`config.mk`:
```
export PLATFORM = sky130hd
export DESIGN_NAME = smpl_trigger
export DESIGN_NICKNAME = d
export VERILOG_FILES = /design/src/rtl/smpl_trigger.sv
export SDC_FILE = /design/constraint.sdc
export NUM_CORES = 1
export LEC_CHECK = 0
export CAP_MARGIN = 20
export CORE_MARGIN = 2
export CORE_UTILIZATION = 25
export CTS_CLUSTER_DIAMETER = 100
export CTS_CLUSTER_SIZE = 30
export DETAILED_ROUTE_END_ITERATION = 8
export SLEW_MARGIN = 20
export SYNTH_ARGS = -nofsm -noshare
export SYNTH_HDL_FRONTEND = slang
export SYNTH_SLANG_ARGS = --single-unit
```
`constraint.sdc`:
```
create_clock -name clkSmpl -period 7.1 [get_ports clkSmpl]
set_input_delay 1.065 -clock clkSmpl [delete_from_list [all_inputs] [get_ports clkSmpl]]
set_output_delay 1.065 -clock clkSmpl [all_outputs]
set_load 0.005 [all_outputs]
```
`src/rtl/smpl_trigger.sv`:
```
// smpl_trigger: decimates a raw ADC stream, arms on request, waits for a
// level crossing with hysteresis on the selected slope, then emits W
// consecutive decimated samples beginning with the triggering one.
// Latency: adc_valid cycle -> smpl_valid two cycles later (input register + output register).
// Backpressure: none; smpl_valid is a write strobe the downstream FIFO must accept.
//
// Optional build macro SMPL_TRIGGER_AUTO_EN adds the timeout counter and
// auto-trigger path; without it auto_mode is ignored and auto_fired is 0.
//
// Ports:
//   clkSmpl, reset       sample clock, asynchronous active-high reset
//   adc_data/adc_valid   raw ADC sample and its qualifier
//   arm                  level request to start a capture from Idle
//   level, slope         trigger level code, 0 = rising / 1 = falling
//   auto_mode            enable forced capture after TIMEOUT kept samples
//   div                  keep one of every div+1 valid samples
//   smpl_data/smpl_valid captured sample and write strobe
//   capturing, done      in-capture flag, one-cycle end-of-capture pulse
//   auto_fired           last capture was forced by the timeout
module smpl_trigger #(
  parameter int W       = 320,
  parameter int HYST    = 8,
  parameter int TIMEOUT = 65536,
  parameter int DIV_W   = 8
) (
  input  logic             clkSmpl,
  input  logic             reset,
  input  logic [9:0]       adc_data,
  input  logic             adc_valid,
  input  logic             arm,
  input  logic [9:0]       level,
  input  logic             slope,
  input  logic             auto_mode,
  input  logic [DIV_W-1:0] div,
  output logic [9:0]       smpl_data,
  output logic             smpl_valid,
  output logic             capturing,
  output logic             done,
  output logic             auto_fired
);

  localparam logic [1:0] S_IDLE = 2'd0;
  localparam logic [1:0] S_WAIT = 2'd1;
  localparam logic [1:0] S_CAPT = 2'd2;
  localparam logic [1:0] S_DONE = 2'd3;

  localparam int N_W = (W > 1) ? $clog2(W) : 1;

  logic [1:0]       state;
  logic [9:0]       in_data;
  logic             in_valid;
  logic [DIV_W-1:0] dcnt;
  logic [DIV_W-1:0] div_q;
  logic [9:0]       lvl_q;
  logic [9:0]       lo_q;
  logic [9:0]       hi_q;
  logic             slope_q;
  logic             pre;
  logic [N_W-1:0]   n;
  // Set once the W-th sample has gone out; holds Capture for the strobe
  // cycle so done lands on the cycle after the last strobe.
  logic             fin;

  // Saturating thresholds; the 11th bit catches under/overflow.
  logic [10:0] lo11;
  logic [10:0] hi11;
  logic [9:0]  lo_nxt;
  logic [9:0]  hi_nxt;

  assign lo11   = {1'b0, level} - 11'(HYST);
  assign hi11   = {1'b0, level} + 11'(HYST);
  assign lo_nxt = lo11[10] ? 10'd0    : lo11[9:0];
  assign hi_nxt = hi11[10] ? 10'h3FF  : hi11[9:0];

  logic kept;
  logic pre_hit;
  logic trig_hit;
  logic auto_hit;
  logic start;
  logic emit;
  logic last;

  assign kept     = in_valid && (dcnt == div_q);
  assign pre_hit  = slope_q ? (in_data >= hi_q) : (in_data <= lo_q);
  assign trig_hit = pre && (slope_q ? (in_data <= lvl_q) : (in_data >= lvl_q));
  assign start    = (state == S_WAIT) && kept && (trig_hit || auto_hit);
  assign emit     = start || ((state == S_CAPT) && !fin && kept);
  assign last     = emit && (n == N_W'(W - 1));

  assign capturing = (state == S_CAPT);
  assign done      = (state == S_DONE);

  always_ff @(posedge clkSmpl or posedge reset) begin
    if (reset) begin
      state      <= S_IDLE;
      in_data    <= '0;
      in_valid   <= 1'b0;
      dcnt       <= '0;
      div_q      <= '0;
      lvl_q      <= '0;
      lo_q       <= '0;
      hi_q       <= '0;
      slope_q    <= 1'b0;
      pre        <= 1'b0;
      n          <= '0;
      fin        <= 1'b0;
      smpl_data  <= '0;
      smpl_valid <= 1'b0;
    end else begin
      in_data    <= adc_data;
      in_valid   <= adc_valid;
      smpl_valid <= emit;
      if (emit) begin
        smpl_data <= in_data;
        n         <= last ? '0 : n + 1'b1;
      end

      if (state == S_IDLE) begin
        dcnt <= '0;
      end else if (in_valid) begin
        dcnt <= kept ? '0 : dcnt + 1'b1;
      end

      case (state)
        S_IDLE: begin
          if (arm) begin
            state   <= S_WAIT;
            div_q   <= div;
            lvl_q   <= level;
            lo_q    <= lo_nxt;
            hi_q    <= hi_nxt;
            slope_q <= slope;
            pre     <= 1'b0;
            n       <= '0;
            fin     <= 1'b0;
          end
        end
        S_WAIT: begin
          if (kept && pre_hit) pre <= 1'b1;
          if (last) fin <= 1'b1;
          if (start) state <= S_CAPT;
        end
        S_CAPT: begin
          if (last) fin <= 1'b1;
          if (fin) state <= S_DONE;
        end
        S_DONE: begin
          state <= S_IDLE;
        end
        default: state <= S_IDLE;
      endcase
    end
  end

`ifdef SMPL_TRIGGER_AUTO_EN
  localparam int T_W = (TIMEOUT > 1) ? $clog2(TIMEOUT) : 1;

  logic [T_W-1:0] tcnt;
  logic           tmax;

  assign tmax     = (tcnt == T_W'(TIMEOUT - 1));
  assign auto_hit = auto_mode && tmax;

  always_ff @(posedge clkSmpl or posedge reset) begin
    if (reset) begin
      tcnt       <= '0;
      auto_fired <= 1'b0;
    end else if ((state == S_IDLE) && arm) begin
      tcnt       <= '0;
      auto_fired <= 1'b0;
    end else if ((state == S_WAIT) && kept) begin
      // A real trigger on the timeout sample takes precedence.
      if (auto_hit && !trig_hit) auto_fired <= 1'b1;
      // Saturate so a long wait with auto_mode low cannot wrap.
      if (!tmax) tcnt <= tcnt + 1'b1;
    end
  end
`else
  logic unused_auto;

  assign auto_hit    = 1'b0;
  assign auto_fired  = 1'b0;
  assign unused_auto = auto_mode ^ (TIMEOUT == 0);
`endif

endmodule

```
==> results.yml <==
run_status:
  outcome: "completed"
timing:
  setup_viol: 0
  finalSetupTns_ps: 0
  fin_skew_ps: 13.9
  slew_viol_final: 0
  rsz0062_at_grt: "no"
  hold_ws_ps: 483
  fin_crit_ps: 2990
  worst_pin_slew_ps: 762
  fmax_mhz: 334
  slew_headroom_pct: 49.2
  hold_violations: 0
  fin_crit_sh_pct: 42.1
yosys:
  avgSynthCellArea_um2: 9.83
  synth_top_area_share_pct: 45.9
  syn-num-nets: 527
  ys_warn_count: 0
  synth-seq-cells: 82
  synth-edff-count: 0
  ys_types: 53
  async_flop_share_pct: 100
  synth.most_common_cell: "dfrtp_1"
  ys_seq_area_share_pct: 45.9
  yosys-top-cells-count: "dfrtp_1 (82), nand2_1 (67), ha_1 (38)"
  syn_inst: 455
  post-synth-top-area-cell: "dfrtp_1"
  synthesis.area_mm2: 0.00447
  synthTopCellsByArea: "dfrtp_1 (46%), ha_1 (11%), nand2_1 (5.6%), o21ai_0 (4.0%), inv_1 (3.1%)"
  synth-main-ff-cell: "dfrtp_1"
setup_path:
  critPathKind: "reg -> reg"
  critPathLaunch: "in_data[7]"
  startpoint_type: "register"
  rrSetupSlack_ps: 4110
  crit_path_end_kind: "register"
  r2r-start: "in_data[7]"
  r2r.worst_path.cells: 8
  worst-path-max-fanout: 18
  arrival_ps: 3240
  cp.required_ps: 7350
  timing.rr.end: "n[3]"
min_path:
  min-delay-path-class: "reg -> reg"
  hold_depth: 2
  worstHoldEndpoint: "lo_q[3]"
  min_from: "lo_q[3]"
route:
  routed_wl_mm: 10.0
  antenna_left: 0
  wl_per_cell_um: 13.8
  num_vias: 3320
  drtPass1Iterations: 4
  drtIter0Drc: 211
  vias_per_cell: 4.59
  drc: 0
clock_tree:
  cts_setup_buffers: 0
  hold_buffers: 0
  clkTransAtPathRegs_ps: 70
  clk_path_buf_depth: 2
  htree_levels: 3
  cts.repair.resized: 0
  cts_made_buffers: 9
  cts_sinks: 82
  root_buffer: "clkbuf_16"
  cts_tree: "done"
  clkLatencyLatePin_ps: 350
power_and_ir_drop:
  cellPowerDensity_mw_per_mm2: 340
  p_leak_nw: 2.43
  peakVddDrop_mv: 0.135
  p_comb_share_pct: 37.6
  sw_frac_of_total_pct: 35.3
  p_clk_share_pct: 24.6
  power_frac_seq_pct: 37.8
  power_mw: 1.85
  switching_power_mw: 0.654
  p_int_mw: 1.20
placement:
  hpwl_mm: 7.34
  routabilityCongestion: 0.795
  io_buffers: 45
die:
  core_area_mm2: 0.0174
  dieHeight_um: 138
  die_w_um: 138
  io_pins: 48
  rows: 48
  dieArea_mm2: 0.0190
  initial_core_util_pct: 25.7
global_route:
  grt_max_degree: 83
  grt_pass1_vias: 3472
  grt-ovfl-total: 0
  grt_pass1_wl_mm: 17.0
  antenna_found_initial: 0
  grt.total_usage_pct: 11.7
run:
  maxCapViolCount: 0
layout:
  final_nets: 567
  syn2layout_area_growth_pct: 21.5
  drive_above_1_share_pct: 8.42
  antenna_cells: 0
==> power groups by stage <==
stage	sequential [mW]	combinational, mW	clock, mW
finish	0.699	0.695	0.455
global route	0.718	0.798	0.488
CTS	0.700	0.705	0.469
detailed placement	0.707	0.700	0
global placement	0.702	0.673	0
floorplan	0.687	0.496	0
==> worst max-delay path by stage <==
stage / cells past startpoint / to / slack (ps)
finish: 8 / n[3] / 4110
global route: 8 / n[3] / 3820
CTS: 5 / lo_q[0] / 3930
detailed placement: 5 / lo_q[0] / 3570
global placement: 5 / lo_q[0] / 3660
floorplan: 1 / dcnt[0] / 3930
==> layout by cell type (no fill, tap or decap), drive strengths merged, types with 2 or more instances in the layout <==
| cell type | netlist | routed |
|---|---|---|
| nor2b | 3 | 3 |
| buf | 4 | 3 |
| o21a | 2 | 2 |
| nand4 | 10 | 10 |
| or3 | 2 | 2 |
| mux2 | 11 | 11 |
| mux2i | 4 | 4 |
| nand3 | 10 | 10 |
| clkbuf | 15 | 10 |
| ha | 38 | 38 |
| clkinv | 0 | 4 |
| nor2 | 28 | 28 |
| clkdlybuf4s50 | 0 | 45 |
| nor3 | 4 | 4 |
| a211oi | 7 | 7 |
| dfrtp | 82 | 82 |
| and3 | 4 | 4 |
| xor2 | 9 | 9 |
| nor3b | 2 | 2 |
| a311oi | 2 | 2 |
| o21ai | 37 | 37 |
| inv | 37 | 36 |
| a21oi | 18 | 18 |
| o22ai | 2 | 2 |
| o211ai | 3 | 3 |
| and4 | 2 | 2 |
| xnor2 | 14 | 14 |
| nor4 | 2 | 2 |
| nand2 | 67 | 67 |
| a2111oi | 2 | 2 |
| o21bai | 2 | 2 |
| o31ai | 6 | 6 |
| a21o | 4 | 4 |
| and2 | 3 | 3 |
| nand2b | 6 | 6 |
| a31oi | 3 | 3 |
==> metal layers <==
metal / routed length (um) / up-vias / track usage, %
li1: - / 1635 / -
met1: 4840 / 1614 / 14.9
met2: 4590 / 56 / 19.0
met3: 376 / 15 / 2.87
met4: 201 / 0 / 4.88
met5: 0 / - / 0
==> critical path, cell delays in order, from the launching register on <==
cell and delay [ps]:
dfrtp_1 450, ha_1 350, nand4_1 210, nor3_1 390
a31oi_1 110, o21a_1 290, a21boi_4 610, a41oi_1 200
a311oi_1 270
==> flip-flops by register name (all words and copies together) (netlist names), 2 cells and up <==
register,count
hi_q,10
in_data,10
lo_q,10
lvl_q,10
smpl_data,10
n,9
dcnt,8
div_q,8
state,2
==> area by class of cell <==
type	count	area (um2)
fill	1807	12000
multi-input combinational	317	2200
sequential	82	2050
timing repair buffer	48	477
tap	225	282
clock buffer	10	229
inverter	37	140
clock inverter	5	56.3
==> cells by family (layout without fill, tap and decap cells) <==
kind of cell | count (synthesis) | count (layout) | share of synthesized area [%]
AO/OA/AOI/OAI | 94 | 94 | 14.7
XOR/XNOR | 23 | 23 | 4.50
adder cells (fa/ha/maj) | 38 | 38 | 10.6
buffers and inverters | 56 | 100 | 5.04
flip-flops | 82 | 82 | 45.9
multiplexers | 15 | 15 | 3.67
other | 1 | 1 | 0.0839
AND/OR/NAND/NOR | 146 | 146 | 15.4
==> metrics by stage <==
step           std cells  worst slack (ps)  utilization (%)  cell area, um2
2_1_floorplan        455              3930                -            4470
3_3_place_gp         709              3660             29.5            5140
3_5_place_dp         709              3570             29.5            5140
4_1_cts              724              3930             31.2            5430
5_1_grt              724              3820             31.2            5440
6_report             724              4110             31.2            5440
Note: power is estimated with default switching activity, not from simulation.
==> RTL edit: new RTL, same flow settings <==
Add an input register stage for `div`, without a reset; this delays it by one clock. The other inputs are not delayed to match.
--- a/src/rtl/smpl_trigger.sv
+++ b/src/rtl/smpl_trigger.sv
@@ -46,4 +46,10 @@
 
   localparam int N_W = (W > 1) ? $clog2(W) : 1;
+
+  logic [DIV_W-1:0] div_r;
+
+  always_ff @(posedge clkSmpl) begin
+    div_r <= div;
+  end
 
   logic [1:0]       state;
@@ -126,5 +132,5 @@
           if (arm) begin
             state   <= S_WAIT;
-            div_q   <= div;
+            div_q   <= div_r;
             lvl_q   <= level;
             lo_q    <= lo_nxt;
Behaviour: not the same (Yosys sat finds a counterexample within 4 cycles, from zero or initial values and one cycle with reset high).
==> RTL edit against the unedited design <==
First-iteration DRC count down 35%; maximum frequency shrank 2.0%; setup slack got worse by 61 ps; design area up 2.0%; routed wire length shrank 2.9%; area after synthesis rose by 1.8%; sequential cell count grew 8; power is 0.54% higher; non-clock buffer count increased by 1; global-route usage is 1.0 points lower; critical endpoint is now n[0]; highest routed layer unchanged.
==> RTL edit: results (changes against the unedited design) <==
cp_data_arrival_time_ps: 3280  # +40 ps
synth-compound-area-share_pct: 10.9  # -3.8 points
portBuffers: 45  # unchanged
num_vias: 3326  # +0.18%
totalWireLength_mm: 9.72  # -2.9%
min_from: "div_r[4]"
status: "completed"
synth_xor_area_share_pct: 5.38  # +0.88 points
skew_ps: 13.2  # -0.656 ps
cp_max_fo: 13  # -5
r2r_end: "n[0]"
grt.total_usage_pct: 10.7  # -1.0 points
worstSetupPathType: "reg2reg"
holdWs_ps: 420  # -63.2 ps
max-vdd-ir-drop_v: 0.000135  # about the same
cts_root_buffer: "clkbuf_16"
synth_async_sr_flop_share_pct: 91.1  # -8.9 points
yosys_warnings: 0  # unchanged
tightest_slew_ps: 764  # +1.24 ps
worstHoldPathCells: 2  # unchanged
synthFlopType: "dfrtp_1"
placed_cells: 739  # +4.2%
synthesis.nets: 553  # +4.9%
crit_required_ps: 7330  # -20 ps
fin_cells: 755  # +4.3%
placed_area_sq_um: 5230  # +1.8%
synth_mux_area_share_pct: 0.247  # -3.4 points
worstSkewPairLatency_ps: 360
pre_cts_ws_ps: 3720  # +152 ps
synthTopCellsByCount: "nand2_1, dfrtp_1, inv_1, ha_1, o21ai_0"
power_leakage_nw: 2.49  # +2.4%
crit_slowest_cell: "a31oi_2"
intPower_mw: 1.23  # +2.8%
globalplace.congestion: 0.812  # +2.1%
nets: 593  # +4.6%
critical_path.max_stage_delay_ps: 650  # +40 ps
drt-initial-drc-count: 137  # -35%
syn_inst: 481  # +5.7%
synthAdderAreaFrac_pct: 10.4  # -0.19 points
hold_end: "div_q[4]"
yosysSeqAreaShare_pct: 48.6  # +2.7 points
-- RTL edit: power by group through the flow --
| stage | logic [mW] | registers (mW) | clock network, mW |
|---|---|---|---|
| after floorplan | 0.452 | 0.731 | 0 |
| after global placement | 0.625 | 0.748 | 0 |
| after detailed placement | 0.638 | 0.750 | 0 |
| after CTS | 0.640 | 0.742 | 0.505 |
| after global routing | 0.738 | 0.759 | 0.522 |
| final | 0.631 | 0.740 | 0.488 |
-- RTL edit: per-layer routing --
| layer | routed length [microns] | vias to the layer above | global-route usage [%] |
|---|---|---|---|
| met1 | 4730 | 1581 | 14.0 |
| met4 | 214 | 0 | 4.78 |
| met2 | 4550 | 34 | 17.1 |
| met5 | 0 | - | 0 |
| li1 | - | 1698 | - |
| met3 | 227 | 13 | 2.28 |
-- RTL edit: cell type report --
cell class                 count  area [sq um]
fill                        1885         12400
sequential                    90          2210
multi-input combinational    330          2100
timing repair buffer          49           484
tap                          229           287
clock buffer                  10           239
inverter                      41           155
clock inverter                 6          63.8
